`src/rtl/bar_drain.sv`:
```
// Thermometer LED bar that drains one step per TICK_DIV cycles while btn is held.
// Optional refill-on-release is enabled by defining BAR_REFILL_EN.
module bar_drain #(
  parameter int unsigned TICK_DIV = 6250000
) (
  input  logic        clock,
  input  logic        reset_n,
  input  logic        start,
  input  logic        btn,
  output logic [15:0] led,
  output logic [4:0]  level,
  output logic        busy,
  output logic        done
);

  localparam int unsigned CW = $clog2(TICK_DIV);
  localparam logic [CW-1:0] TICK_LAST = CW'(TICK_DIV - 1);

  typedef enum logic [1:0] {
    IDLE  = 2'd0,
    DRAIN = 2'd1,
    DONE  = 2'd2
  } state_t;

  state_t        state, state_n;
  logic [4:0]    level_n;
  logic [CW-1:0] cnt, cnt_n;
  logic          start_q;
  logic          arm_ok;
  logic          arm;
  logic          tick;

  function automatic logic [15:0] thermo(input logic [4:0] lvl);
    logic [15:0] t;
    t = '0;
    for (int i = 0; i < 16; i++) t[i] = (5'(i) < lvl);
    return t;
  endfunction

  // arm_ok blocks a start held high across reset release from looking like an edge
  assign arm  = start & ~start_q & arm_ok;
  assign tick = (cnt == TICK_LAST);

  always_comb begin
    state_n = state;
    level_n = level;
    cnt_n   = cnt;
    case (state)
      IDLE, DONE: begin
        if (arm) begin
          state_n = DRAIN;
          level_n = 5'd16;
          cnt_n   = '0;
        end
      end
      DRAIN: begin
        if (btn) begin
          if (tick) begin
            cnt_n = '0;
            if (level != 5'd0) level_n = level - 5'd1;
          end else begin
            cnt_n = cnt + CW'(1);
          end
        end else if (level == 5'd0) begin
          state_n = DONE;
          cnt_n   = '0;
        end else begin
`ifdef BAR_REFILL_EN
          if (level != 5'd16) begin
            if (tick) begin
              cnt_n   = '0;
              level_n = level + 5'd1;
            end else begin
              cnt_n = cnt + CW'(1);
            end
          end else begin
            cnt_n = '0;
          end
`else
          cnt_n = '0;
`endif
        end
      end
      default: begin
        state_n = IDLE;
        level_n = 5'd0;
        cnt_n   = '0;
      end
    endcase
  end

  always_ff @(posedge clock or negedge reset_n) begin
    if (!reset_n) begin
      state   <= IDLE;
      level   <= 5'd0;
      led     <= 16'h0000;
      busy    <= 1'b0;
      done    <= 1'b0;
      start_q <= 1'b0;
      arm_ok  <= 1'b0;
      cnt     <= '0;
    end else begin
      state   <= state_n;
      level   <= level_n;
      led     <= thermo(level_n);
      busy    <= (state_n == DRAIN);
      done    <= (state_n == DONE);
      start_q <= start;
      if (!start) arm_ok <= 1'b1;
      cnt     <= cnt_n;
    end
  end

endmodule

```
`config.mk`:
```
export PLATFORM = sky130hd
export DESIGN_NAME = bar_drain
export DESIGN_NICKNAME = d
export VERILOG_FILES = /design/src/rtl/bar_drain.sv
export SDC_FILE = /design/constraint.sdc
export NUM_CORES = 1
export LEC_CHECK = 0
export BUFFER_PORTS_ARGS = -buffer_cell sky130_fd_sc_hd__buf_2
export CAP_MARGIN = 20
export CORE_ASPECT_RATIO = 0.9
export CORE_UTILIZATION = 25
export CTS_CLUSTER_DIAMETER = 60
export DETAILED_ROUTE_END_ITERATION = 16
export REMOVE_ABC_BUFFERS = 1
export SKIP_CTS_REPAIR_TIMING = 1
export SLEW_MARGIN = 20
export SYNTH_ARGS = -nofsm -noshare
export SYNTH_HDL_FRONTEND = slang
export SYNTH_SLANG_ARGS = --single-unit
```
`constraint.sdc`:
```
create_clock -name clock -period 2.6 [get_ports clock]
set_input_delay 0.52 -clock clock [delete_from_list [all_inputs] [get_ports clock]]
set_output_delay 0.52 -clock clock [all_outputs]
set_load 0.02 [all_outputs]
```
Word level (Yosys, flattened, before mapping)

Index checks and enable logic that the tools add are counted.

Output and inout port bits: 23
Input port bits: 4
Word-level logic and storage cells: 52
Bits in registers: 50

Reduce and logical (&&, ||, !) cells: 4
Eq/ne operators: 6
Muxes and demuxes: 13
Add/sub/neg operators: 2
$lt $le $gt $ge: 16
Bitwise gates (word level): 3

Operators by type and width:

| operator                                             | count |
|---|---|
| two-way mux 23 bit                                   | 3 |
| case mux 23 bit (2 select lines)                     | 1 |
| < comparator 4 x 5 -> 1 bit (first input constant)   | 8 |
| adder 23 x 1 -> 23 bit (second input constant)       | 1 |
| equality test 23 bit (second input constant)         | 1 |
| < comparator 3 x 5 -> 1 bit (first input constant)   | 4 |
| two-way mux 5 bit                                    | 4 |
| < comparator 1 x 5 -> 1 bit (first input constant)   | 2 |
| < comparator 2 x 5 -> 1 bit (first input constant)   | 2 |
| case mux 5 bit (2 select lines)                      | 1 |
| two-way mux 2 bit                                    | 3 |
| logical NOT 5 bit                                    | 1 |
| nonzero test 5 bit                                   | 1 |
| subtractor 5 x 1 -> 5 bit (second input constant)    | 1 |
| equality test 2 x 1 -> 1 bit (second input constant) | 2 |
| equality test 2 bit (second input constant)          | 2 |
| case mux 2 bit (2 select lines)                      | 1 |
| bitwise AND 1 bit                                    | 2 |
| logical NOT 2 bit                                    | 1 |
| != test 2 bit (second input constant)                | 1 |
| OR reduction 2 bit                                   | 1 |
| inverter 1 bit                                       | 1 |

Depth between registers and ports, before layout

Depth in word-level cells: 6
Gate-level depth with buffers: 9
Gate-level depth less buffers: 8

Worst setup path after synthesis

No wires, ideal clock.

Kind: register to register
Start: reg cnt[5]
End: reg led[0]
Period minus slack after synthesis: 2,233 ps
Library setup time: 121 ps
Slack: 367 ps
Stages on the path, launching flop included: 9
Required time: 2,479 ps
Buffers on the path: 1
Arrival: 2,111 ps
Path through: dfrtp_1 buf_6 or4b_4 nor4_4 a21o_1 o211a_4 inv_2 or3_4 nand2b_1

Word-level cells in the longest chain between the ends: 5

RTL lines:

| item                            | line | text |
|---|---|---|
| start: declaration              | 27   | `logic [CW-1:0] cnt, cnt_n;` |
| start signal: assignment        | 110  | `cnt <= cnt_n;` |
| equality test 23 bit            | 42   | `assign tick = (cnt == TICK_LAST);` |
| two-way mux 5 bit               | 58   | `if (tick) begin` |
| two-way mux 5 bit               | 57   | `if (btn) begin` |
| case mux 5 bit (2 select lines) | 48   | `case (state)` |
| via level_n[3]                  | 26   | `logic [4:0] level_n;` |
| < comparator 1 x 5 -> 1 bit     | 36   | `for (int i = 0; i < 16; i++) t[i] = (5'(i) < lvl);` |
| end signal: assignment          | 105  | `led <= thermo(level_n);` |
| end: declaration                | 10   | `output logic [15:0] led,` |

The timed path passes the listed nets, and every way through them passes these cells.
A chain may end at the register's enable or synchronous reset.

Worst setup path after layout

Start: reg cnt[5]
End: reg led[2]

Word-level cells in the longest chain between the ends: 5

RTL lines:

| item                            | line |
|---|---|
| equality test 23 bit            | 42 |
| two-way mux 5 bit               | 58 |
| two-way mux 5 bit               | 57 |
| case mux 5 bit (2 select lines) | 48 |
| via level_n[3]                  | 26 |
| < comparator 2 x 5 -> 1 bit     | 36 |

The timed path passes the listed nets, and every way through them passes these cells.

==> metrics.txt <==
status=finished, final reports clean; share of cells above drive strength 1=0.209; reg-to-reg slack, setup=0.25 ns; crit end category=flop; DP HPWL=4.24 mm; Congestion Overflow GR=0; CTS root buffer=clkbuf_8; period utilization=0.905; crit path from=cnt[5]; GP Congestion=0.850; Core ar.=9740 sq um; diode count=0; mux contribution to synthesized area=0.00791; area share of the largest cell type after synthesis=0.485; P&R area growth vs syn=18.0%; largest family of logic cells by synthesized area=simple AND/OR/NAND/NOR gates; Max stage delay cell, worst path=or4b_4; clock skew=0.00877 ns; most common library cell in the layout ignoring fill and taps=dfrtp_1; Initial Util=0.260; Cell Rows=34; Final Max Slew Viols=0; clock transition at the registers of the reported paths=0.10 ns; Seq/Total Area, Yosys=0.485; Synth cell types=52; Slew HR=0.627; largest area contributor in the netlist=dfrtp_1; crit-path cells=or4b_4 -> nor4_4 -> a21o_1 -> o211a_4 -> inv_2 -> or3_4 -> nand2b_1; critical path data arrival time=2.56 ns; power per cell area=465 nW/um^2; Worst Path Required=2.81 ns; total CTS buffers=5; RR Startpoint=cnt[5]; crit-path max FO=9; Synth Register Bits=49; port bufs=26; Synth Area in Adders=0.00989; CTS tree=built; reg2reg end=led[2]; Post-synth EDFFs=0; Worst path depth=7; CP Capture Point=led[2]; Syn Inst Count=264; CP Class=reg2reg; clock tree buffer depth=2; first-pass GRT wire length=10.1 mm; commonest cells after routing, fill and taps aside=dfrtp_1, nand2_1, o21ai_0; peak supply drop=0.222 mV; top post-synthesis cells by area=dfrtp_1, o21ai_0, nand2_1; Tmin final=2.35 ns; Hold Crit Class=in2async; NumNets Final=306; Die Footprint=10500 sq um; H-tree depth=2; Worst Setup Start Kind=flop; Die W=108 um; Via Count=2065; Crit path max-delay family=simple AND/OR/NAND/NOR gates; ys async rst share=1.00; Hold WS=0.112 ns; Post-Synth Simple-Gate Area=0.291; CP bufs+invs=1; Worst-Margin Slew=0.556 ns; Final Hold Viols=0; Max Cap Violations=0; Warnings, synthesis=0; I/O pin total=27; Via density=4.84; Placed Area=2860 sq um; total track usage=0.120; average size of a mapped cell=9.58 sq um; RSZ-0062 raised after global routing=no; post-synthesis compound-gate area fraction=0.153; Most used DFF post-synth=dfrtp_1; fmax=425 MHz; DRC=0; overall power=1.39 mW; Detailed Routing Iterations Pass 1=4; Worst Reg2Reg Path Length in Cells=7; antenna violations before repair=0; 1st-iter DRT viols=119; Skew-Pair Late Insertion Delay=0.31 ns; die extent in y=97.4 um; Setup TNS Final=0 ns; Sink Count=49; WL final=5.80 mm; routed len/inst=13.6 um; # setup viols final=0; number of global-route vias before repair=2063; Worst path max stage delay=0.62 ns; xor and xnor area share after synthesis=0.0208; final instance area=2980 sq um; leakage=1.20 nW; largest net degree at the start of global routing=35; ANT nets after route=0; Mapped Area=2530 sq um
[cells by family (layout without fill, tap and decap cells)]
kind of cell             Yosys count  in the layout
adder cells (fa/ha/maj)            2              2
multiplexers                       2              2
AND/OR/NAND/NOR                  129            129
buffers and inverters             18             55
flip-flops                        49             49
XOR/XNOR                           6              6
AO/OA/AOI/OAI                     58             58
[sequential cells by signal (all words and copies together), names as in the netlist]
register	flops
level	4
busy	1
cnt	23
led	16
arm_ok	1
done	1
start_q	1
state	2
[cells in the mapped netlist (3+ instances only)]
cell type  instances
a21oi_1            4
nor2b_1            3
nand2b_1           4
clkbuf_1           5
nand3_1           14
a22o_1             7
inv_1              8
nand2_1           39
and3_1             6
nor4bb_1           3
dfrtp_1           49
or3_1              3
nor2_1            15
nor4_1             5
xnor2_1            3
nor3_1             8
xor2_1             3
o21ai_0           30
nand4_1            6
nor3b_1            5
[through the flow]
step | utilization | setup slack [ns] | cells
6_report | 0.306 | 0.246 | 427
5_1_grt | 0.306 | 0.0756 | 427
4_1_cts | 0.305 | 0.194 | 427
3_5_place_dp | 0.294 | 0.198 | 419
3_3_place_gp | 0.294 | 0.216 | 419
2_1_floorplan | - | 0.402 | 255
[layer usage]
metal / global-route usage / vias up / part of all wire / wire [um]
met5: 0 / - / 0 / 0
met4: 0.0400 / 0 / 0.015 / 85
met2: 0.175 / 38 / 0.44 / 2530
met1: 0.179 / 998 / 0.51 / 2970
li1: - / 1021 / - / -
met3: 0.0154 / 8 / 0.036 / 211
[power by group]
group | total, mW | switching (mW) | internal [mW]
combinational | 0.0497 | 0.0338 | 0.0159
sequential | 0.770 | 0.00422 | 0.766
clock | 0.567 | 0.278 | 0.288
total | 1.39 | 0.316 | 1.07
[how the worst min path moves through the flow]
stage	to	slack (ns)	depth (start not counted)
2_1_floorplan	arm_ok	0.22	0
6_report	busy	0.11	1
4_1_cts	level[0]	0.13	1
3_5_place_dp	level[0]	0.47	1
3_3_place_gp	level[0]	0.45	1
5_1_grt	busy	0.14	1
[layout make-up]
cell class	instances	area [sq um]
sequential	49	1230
clock buffer	5	68.8
timing repair buffer	38	220
clock inverter	3	46.3
inverter	9	33.8
fill	1001	6760
multi-input combinational	197	1230
tap	126	158
(Power assumes the default switching activity.)
